===== config.mk =====
export PLATFORM = sky130hd
export DESIGN_NAME = mem_access_stage
export DESIGN_NICKNAME = d
export VERILOG_FILES = /design/src/rtl/mem_stage_pkg.sv /design/src/rtl/mem_wb_reg.sv /design/src/rtl/mem_access_stage.sv
export SDC_FILE = /design/constraint.sdc
export NUM_CORES = 1
export LEC_CHECK = 0
export ABC_AREA = 1
export ABC_CLOCK_PERIOD_IN_PS = 3400
export CORE_MARGIN = 8
export CORE_UTILIZATION = 36
export CTS_CLUSTER_SIZE = 14
export DETAILED_ROUTE_END_ITERATION = 10
export PLACE_DENSITY = 0.85
export SLEW_MARGIN = 20
export SYNTH_ARGS = -nofsm -noshare
export SYNTH_HDL_FRONTEND = slang
export SYNTH_HIERARCHICAL = 1
export SYNTH_SLANG_ARGS = --single-unit

===== constraint.sdc =====
create_clock -name CLK -period 3.4 [get_ports CLK]
set_clock_uncertainty 0.05 [all_clocks]
set_input_delay 0.68 -clock CLK [delete_from_list [all_inputs] [get_ports CLK]]
set_output_delay 0.68 -clock CLK [all_outputs]
set_load 0.005 [all_outputs]

===== src/rtl/mem_stage_pkg.sv =====
// rtl/mem_stage_pkg.sv - MEM stage FSM state and MEM/WB bubble definitions
package mem_stage_pkg;

   typedef enum logic {
      IDLE     = 1'b0,
      WAIT_ACK = 1'b1
   } mem_state_e;

   typedef struct packed {
      logic [31:0] alu_out;
      logic [31:0] read_data;
      logic        mem_to_reg;
      logic        reg_wre;
      logic [4:0]  reg_rd;
   } mem_wb_t;

   localparam mem_wb_t MEM_WB_BUBBLE = '0;

endpackage


===== src/rtl/mem_wb_reg.sv =====
// rtl/mem_wb_reg.sv - MEM/WB pipeline register, loads real data or a bubble every edge
module mem_wb_reg
   import mem_stage_pkg::*;
(
   input  logic    clk_i,
   input  logic    rst_i,
   input  logic    load_data_i,
   input  mem_wb_t data_i,
   output mem_wb_t q_o
);

   mem_wb_t wb_q;

   always_ff @(posedge clk_i) begin
      if (rst_i) begin
         wb_q <= MEM_WB_BUBBLE;
      end else if (load_data_i) begin
         wb_q <= data_i;
      end else begin
         wb_q <= MEM_WB_BUBBLE;
      end
   end

   assign q_o = wb_q;

endmodule


===== src/rtl/mem_access_stage.sv =====
// rtl/mem_access_stage.sv - pipeline MEM stage: req/ack data access, stall, timeout abort, MEM/WB
// Optional MEM_ALIGN_CHECK_EN: misaligned accesses are suppressed and flagged with MEM_Misalign.
module mem_access_stage
   import mem_stage_pkg::*;
#(
   parameter int ACK_TIMEOUT = 8
) (
   input  logic        CLK,
   input  logic        RST,
   input  logic        EX_MEM_Read_Con,
   input  logic        EX_MEM_Write_Con,
   input  logic [31:0] EX_MEM_ALUOut,
   input  logic [31:0] EX_MEM_WriteData,
   input  logic        EX_MEM_MEMtoReg,
   input  logic        EX_MEM_RegWre,
   input  logic [4:0]  EX_MEM_Reg_RD,
   output logic        DMem_Req,
   output logic        DMem_We,
   output logic [31:0] DMem_Addr,
   output logic [31:0] DMem_WData,
   input  logic [31:0] DMem_RData,
   input  logic        DMem_Ack,
   output logic        MEM_Stall,
   output logic [31:0] MEM_WB_ALUOut,
   output logic [31:0] MEM_WB_ReadData,
   output logic        MEM_WB_MEMtoReg,
   output logic        MEM_WB_RegWre,
   output logic [4:0]  MEM_WB_Reg_RD,
   output logic        MEM_BusErr,
   output logic        MEM_Misalign
);

   localparam int CW = $clog2(ACK_TIMEOUT + 1);

   mem_state_e    state_q, state_d;
   logic [CW-1:0] cnt_q, cnt_d;
   logic          access, is_load, misaligned;
   logic          req, abort, load_data;
   logic          bus_err_q;
   mem_wb_t       wb_d, wb_q;

   assign access  = EX_MEM_Read_Con | EX_MEM_Write_Con;
   assign is_load = EX_MEM_Read_Con & ~EX_MEM_Write_Con;

`ifdef MEM_ALIGN_CHECK_EN
   logic misalign_q;

   assign misaligned = access & (EX_MEM_ALUOut[1:0] != 2'b00);
   assign DMem_Addr  = EX_MEM_ALUOut;

   always_ff @(posedge CLK) begin
      if (RST) begin
         misalign_q <= 1'b0;
      end else begin
         misalign_q <= (state_q == IDLE) & misaligned;
      end
   end

   assign MEM_Misalign = misalign_q;
`else
   assign misaligned   = 1'b0;
   assign DMem_Addr    = {EX_MEM_ALUOut[31:2], 2'b00};
   assign MEM_Misalign = 1'b0;
`endif

   always_ff @(posedge CLK) begin
      if (RST) begin
         state_q   <= IDLE;
         cnt_q     <= '0;
         bus_err_q <= 1'b0;
      end else begin
         state_q   <= state_d;
         cnt_q     <= cnt_d;
         bus_err_q <= abort;
      end
   end

   // cnt_q holds the count of the current WAIT_ACK cycle; the issue cycle is count 1.
   always_comb begin
      state_d = state_q;
      cnt_d   = '0;
      case (state_q)
         IDLE: begin
            if (access & ~misaligned & ~DMem_Ack) begin
               state_d = WAIT_ACK;
               cnt_d   = CW'(2);
            end
         end
         WAIT_ACK: begin
            if (DMem_Ack || (cnt_q == CW'(ACK_TIMEOUT))) begin
               state_d = IDLE;
            end else begin
               cnt_d = cnt_q + 1'b1;
            end
         end
         default: state_d = IDLE;
      endcase
   end

   always_comb begin
      req       = 1'b0;
      abort     = 1'b0;
      load_data = 1'b0;
      case (state_q)
         IDLE: begin
            req       = access & ~misaligned;
            load_data = ~access | (access & ~misaligned & DMem_Ack);
         end
         WAIT_ACK: begin
            req       = 1'b1;
            abort     = ~DMem_Ack & (cnt_q == CW'(ACK_TIMEOUT));
            load_data = DMem_Ack;
         end
         default: ;
      endcase
      if (RST) begin
         req = 1'b0;
      end
   end

   assign DMem_Req   = req;
   assign DMem_We    = EX_MEM_Write_Con;
   assign DMem_WData = EX_MEM_WriteData;
   assign MEM_Stall  = req & ~DMem_Ack & ~abort;
   assign MEM_BusErr = bus_err_q;

   assign wb_d.alu_out    = EX_MEM_ALUOut;
   assign wb_d.read_data  = (is_load & DMem_Ack) ? DMem_RData : 32'h0;
   assign wb_d.mem_to_reg = EX_MEM_MEMtoReg;
   assign wb_d.reg_wre    = EX_MEM_RegWre;
   assign wb_d.reg_rd     = EX_MEM_Reg_RD;

   mem_wb_reg u_mem_wb_reg (
      .clk_i       (CLK),
      .rst_i       (RST),
      .load_data_i (load_data),
      .data_i      (wb_d),
      .q_o         (wb_q)
   );

   assign MEM_WB_ALUOut   = wb_q.alu_out;
   assign MEM_WB_ReadData = wb_q.read_data;
   assign MEM_WB_MEMtoReg = wb_q.mem_to_reg;
   assign MEM_WB_RegWre   = wb_q.reg_wre;
   assign MEM_WB_Reg_RD   = wb_q.reg_rd;

endmodule


# [After elaboration in Yosys (flattened, before gate mapping)]
# Index checks and enable logic that the tools add are counted.
[totals] reg_bits=77 output_inout_bits=140 wordCells=39
[classes] addsub=1 eq_ne=1 mux=10 bitwise_logic=16 reduce_logical=3
[ops] cell="case mux 4 bit (2 select lines)" n=1
[ops] cell="bitwise AND 1 bit" n=7
[ops] cell="NOT 1 bit" n=7
[ops] cell="case mux 1 bit (2 select lines)" n=3
[ops] cell="adder 4 x 1 -> 4 bit (second input constant)" n=1
[ops] cell="== test 4 bit (second input constant)" n=1
[ops] cell="two-way mux 1 bit" n=4
[ops] cell="two-way mux 4 bit" n=1
[ops] cell="OR reduction 3 bit" n=1
[ops] cell="two-way mux 2 bit" n=1
[ops] cell="bitwise OR 1 bit" n=2
[ops] cell="OR reduction 2 bit" n=1
[ops] cell="logical OR 1 bit" n=1

# [Logic depth before layout (Yosys ltp)]
[depth] word_depth=6 ltp_mapped=6

# [Cells and area by module]
# The synthesis kept the hierarchy.
[modules_own_cells] mod="mem_wb_reg" instances=1 cells_each=222 area_per_inst_um2=2080.7 seq_area_each_um2=1421.4
[modules_own_cells] mod="mem_access_stage" instances=1 cells_each=170 area_per_inst_um2=1167.4 seq_area_each_um2=120.1

# [Least setup slack after synthesis]
# OpenSTA, ideal clock, no wires.
[synth_path] kind="input to output" start="input port DMem_Ack" end="output port MEM_Stall" t_arrival_ns=1.017 required_time_ns=2.670 path_slack_ns=1.653 cell_stages=3 path_buffers=0 path_cell_list="nor2_1 nand3_2 nand2_1"
[synth_between] elab_chain_cells=5 elab_cells_between_ends=6
[synth_lines] item="start, declared" line="mem_access_stage.sv:22" rtl="input logic DMem_Ack,"
[synth_lines] item="NOT 1 bit *" line="mem_access_stage.sv:111, mem_access_stage.sv:124"
[synth_lines] item="bitwise AND 1 bit" line="mem_access_stage.sv:111" rtl="abort = ~DMem_Ack & (cnt_q == CW'(ACK_TIMEOUT));"
[synth_lines] item="two-way mux 1 bit" line="mem_access_stage.sv:104" rtl="case (state_q)"
[synth_lines] item="NOT 1 bit" line="mem_access_stage.sv:124" rtl="assign MEM_Stall = req & ~DMem_Ack & ~abort;"
[synth_lines] item="bitwise AND 1 bit *" line="mem_access_stage.sv:124"
[synth_lines] item="end, declared" line="mem_access_stage.sv:23" rtl="output logic MEM_Stall,"
# Mark *: on every way between the ends. The rest lies on a longest branch, timed or not.

# [Worst setup path after layout]
# Ends and elaborated chain as after synthesis.

==> implementation parameters <==
Parameter                              Value

Setup path
  Required arrival time at the worst endpoint ... 2.67 ns
  Type of element launching the critical path ... input port
  Worst Path Max Fanout ... 3
  Kind of end point of the critical path ... output port
  Critical Path, Cell by Cell ... clkdlybuf4s50_1 > nor2_1 > nand3_2 > nand2_1 > clkdlybuf4s50_1
  Slowest cell delay on critical path ... 0.50 ns
  Crit Path Class ... in2out
  Library cell appearing most often on the critical path ... clkdlybuf4s50_1
  Cell with the largest stage delay on the worst path ... clkdlybuf4s50_1
  Arrival time of the worst setup path ... 2.11 ns

Flow run
  Maximum capacitance violations ... 0

Clock tree
  Post-CTS repair timing setup buffer count ... 0
  Maximum count of clock buffers along a single path ... 2
  Htree depth ... 3
  Num CTS Buffers ... 9
  Source-to-sink clock delay at the later pin of the worst-skew pair ... 0.33 ns
  Cts repair resizes ... 0
  Post-CTS Hold Fix Bufs ... 0
  CTS Root Cell ... clkbuf_8
  Clock tree from TritonCTS ... yes
  CTS sink count ... 77
  Clock transition at the registers of the reported paths ... 0.07 ns

Die
  Die Area ... 0.0123 mm2
  Placeable core region ... 0.00872 mm2
  Initial standard-cell utilization of the core ... between 30 and 40%
  Count of boundary I/O pins ... 248
  Total number of placement rows ... 34
  Die outline width ... about 110 um
  Chip height ... 111 um

Outcome
  Result of the run ... finished, final reports clean

Layout
  Post-layout nets ... about 620
  Diode count ... 0
  Fraction of layout instances using a drive strength above 1 ... 11.7%
  Post-layout instance area ... approximately 0.0048 mm2
  Layout overhead on the synthesized area ... 47.2%
  Non-filler instance count after layout ... 622

Timing
  Relative slew margins ... 49.3%
  Fin crit share ... a little over four fifths
  Count of pins over their slew limit ... 0
  Max Fclk ... 0.352 GHz
  Total setup violations reported at the end of the flow ... 0
  Worst-margin pin slew ... 0.761 ns
  Final-layout setup total negative slack ... 0 ns
  Setup repair after global routing missed its margin ... no
  Post-layout min period ... 2.84 ns
  Count of final hold-check violations ... 0

Synth
  Cell area after technology mapping ... around 0.0032 mm2
  Mean Syn Cell Area ... 8.29 um2
  Post-synthesis cell type count ... 24
  Flop and latch count out of synthesis ... 77
  Area share of the largest cell type after synthesis ... a little under half
  Yosys synthesis warning count ... 6
  Most area-hungry cell type in the Yosys netlist ... dfxtp_1
  Main area contributors after synthesis ... dfxtp_1, buf_4, inv_1
  Cell count after synthesis ... 392
  Portion of the post-synthesis area used by sequential elements ... 47.5%

Global routing
  Initial antenna violation count ... 0
  Global-route usage over all layers ... 13.9%
  Congestion Overflow GR ... 0
  Via count of the first global-routing pass ... roughly 2600
  Global-route wire length before repair ... 13.7 mm
  Maximum number of pins on one net before global-route repair ... 72

Power
  Power per cell area ... 410 mW/mm2
  Total Power ... 1.96 mW
  Worst vdd ir ... 203 uV
  Leakage power ... roughly 2.1 nW

Placed design
  Placed inst area ... 0.00457 mm2
  # placed instances ... 606
  Count of buffers inserted at the top-level ports ... 180
  Final estimated routing congestion in global placement ... 0.727
  Detailed-placement wirelength estimate ... 6.93 mm

Detailed routing
  First-pass iteration count of the detailed router ... 5
  Via density per instance ... around 4.0
  Per-cell routed wire length ... ~14 um
  Residual DRC count ... 0
  Vias after detailed routing ... 2471
  Routed wire length ... 8.61 mm
  DR iter-0 viols ... 136
  Count of nets left with antenna violations after detail routing ... 0

Min path
  Worst min-delay path class ... reg2reg
-- stage by stage --
| stage | util, % | hold WS (ns) | setup WS (ns) |
|---|---|---|---|
| finish | 54.8 | 0.420 | 0.558 |
| detailed placement | 52.4 | 0.408 | 0.562 |
| global placement | 52.4 | 0.401 | 0.602 |
| floorplan | - | 0.380 | 1.65 |
| CTS | 54.8 | 0.425 | 0.548 |
| global route | 54.8 | 0.442 | 0.463 |
-- critical path: cells and delay by family --
kind	cells	cell delay, ns
buffers and inverters	2	0.99
and+or+nand+nor	3	0.43
-- cells in the final DEF (no fill, tap or decap), drive strengths merged, types with 2 or more instances in the layout --
cell type and count:
conb 3, ha 2, nor2 110, inv 111, nand3 3, dfxtp 77, nand2 6, clkdlybuf4s50 180
a21oi 2, bufinv 2, clkinv 2, clkbuf 10
-- flip-flops by register name (all words and copies together) (netlist names) --
register,cells
MEM_BusErr,1
state_q,1
u_mem_wb_reg/q_o,71
cnt_q,4
-- synthesized netlist by cell type --
library cell / instances
buf_6: 3
nand2_1: 2
conb_1: 1
a21oi_2: 1
inv_1: 109
ha_1: 2
nand2_2: 3
nor2_4: 3
o21ai_0: 1
inv_2: 1
dfxtp_1: 77
buf_4: 66
nand3_2: 1
nand2_4: 1
nor3_1: 1
nand3_1: 1
xnor2_1: 1
nor2_1: 73
clkbuf_8: 7
nand3b_1: 1
a21oi_1: 1
xor2_1: 1
nor2_2: 34
nand3_4: 1
-- routing by layer --
layer,vias up,wire (um),global-route usage [%]
li1,1242,-,-
met1,1062,3040,12.7
met2,134,4310,24.6
met3,33,974,6.98
met4,0,274,7.57
met5,-,0,0
-- final cells by class --
type,count,area [um2]
sequential,77,1540
tap,108,135
multi-input combinational,131,676
inverter,110,413
clock buffer,10,128
timing repair buffer,180,1800
clock inverter,6,86.3
fill,773,3940
-- kinds of logic after synthesis --
kind of cell	Yosys count	synth area share, %
simple gates	121	18.6
flops	77	47.5
buf+inv	186	32.0
fa+ha+maj	2	0.770
compound gates	3	0.578
xor+xnor	2	0.539
other cells	1	0.115
-- path summary, 6_finish.rpt --
kind	from	end	slack (ns)	depth (start not counted)
worst min-delay path	cnt_q[0]	cnt_q[0]	0.42	1
worst max register to register	state_q	u_mem_wb_reg/q_o[41]	1.91	3
worst min register to register	cnt_q[0]	cnt_q[0]	0.42	1
worst max-delay path	DMem_Ack	MEM_Stall	0.56	5
-- power breakdown --
group	switching [mW]	leakage (nW)	total, mW	internal (mW)
Sequential	0.00844	0.629	0.939	0.931
Combinational	0.105	1.37	0.281	0.176
Clock	0.328	0.107	0.742	0.414
Total	0.442	2.10	1.96	1.52
Power figures use the tool's default switching activity.
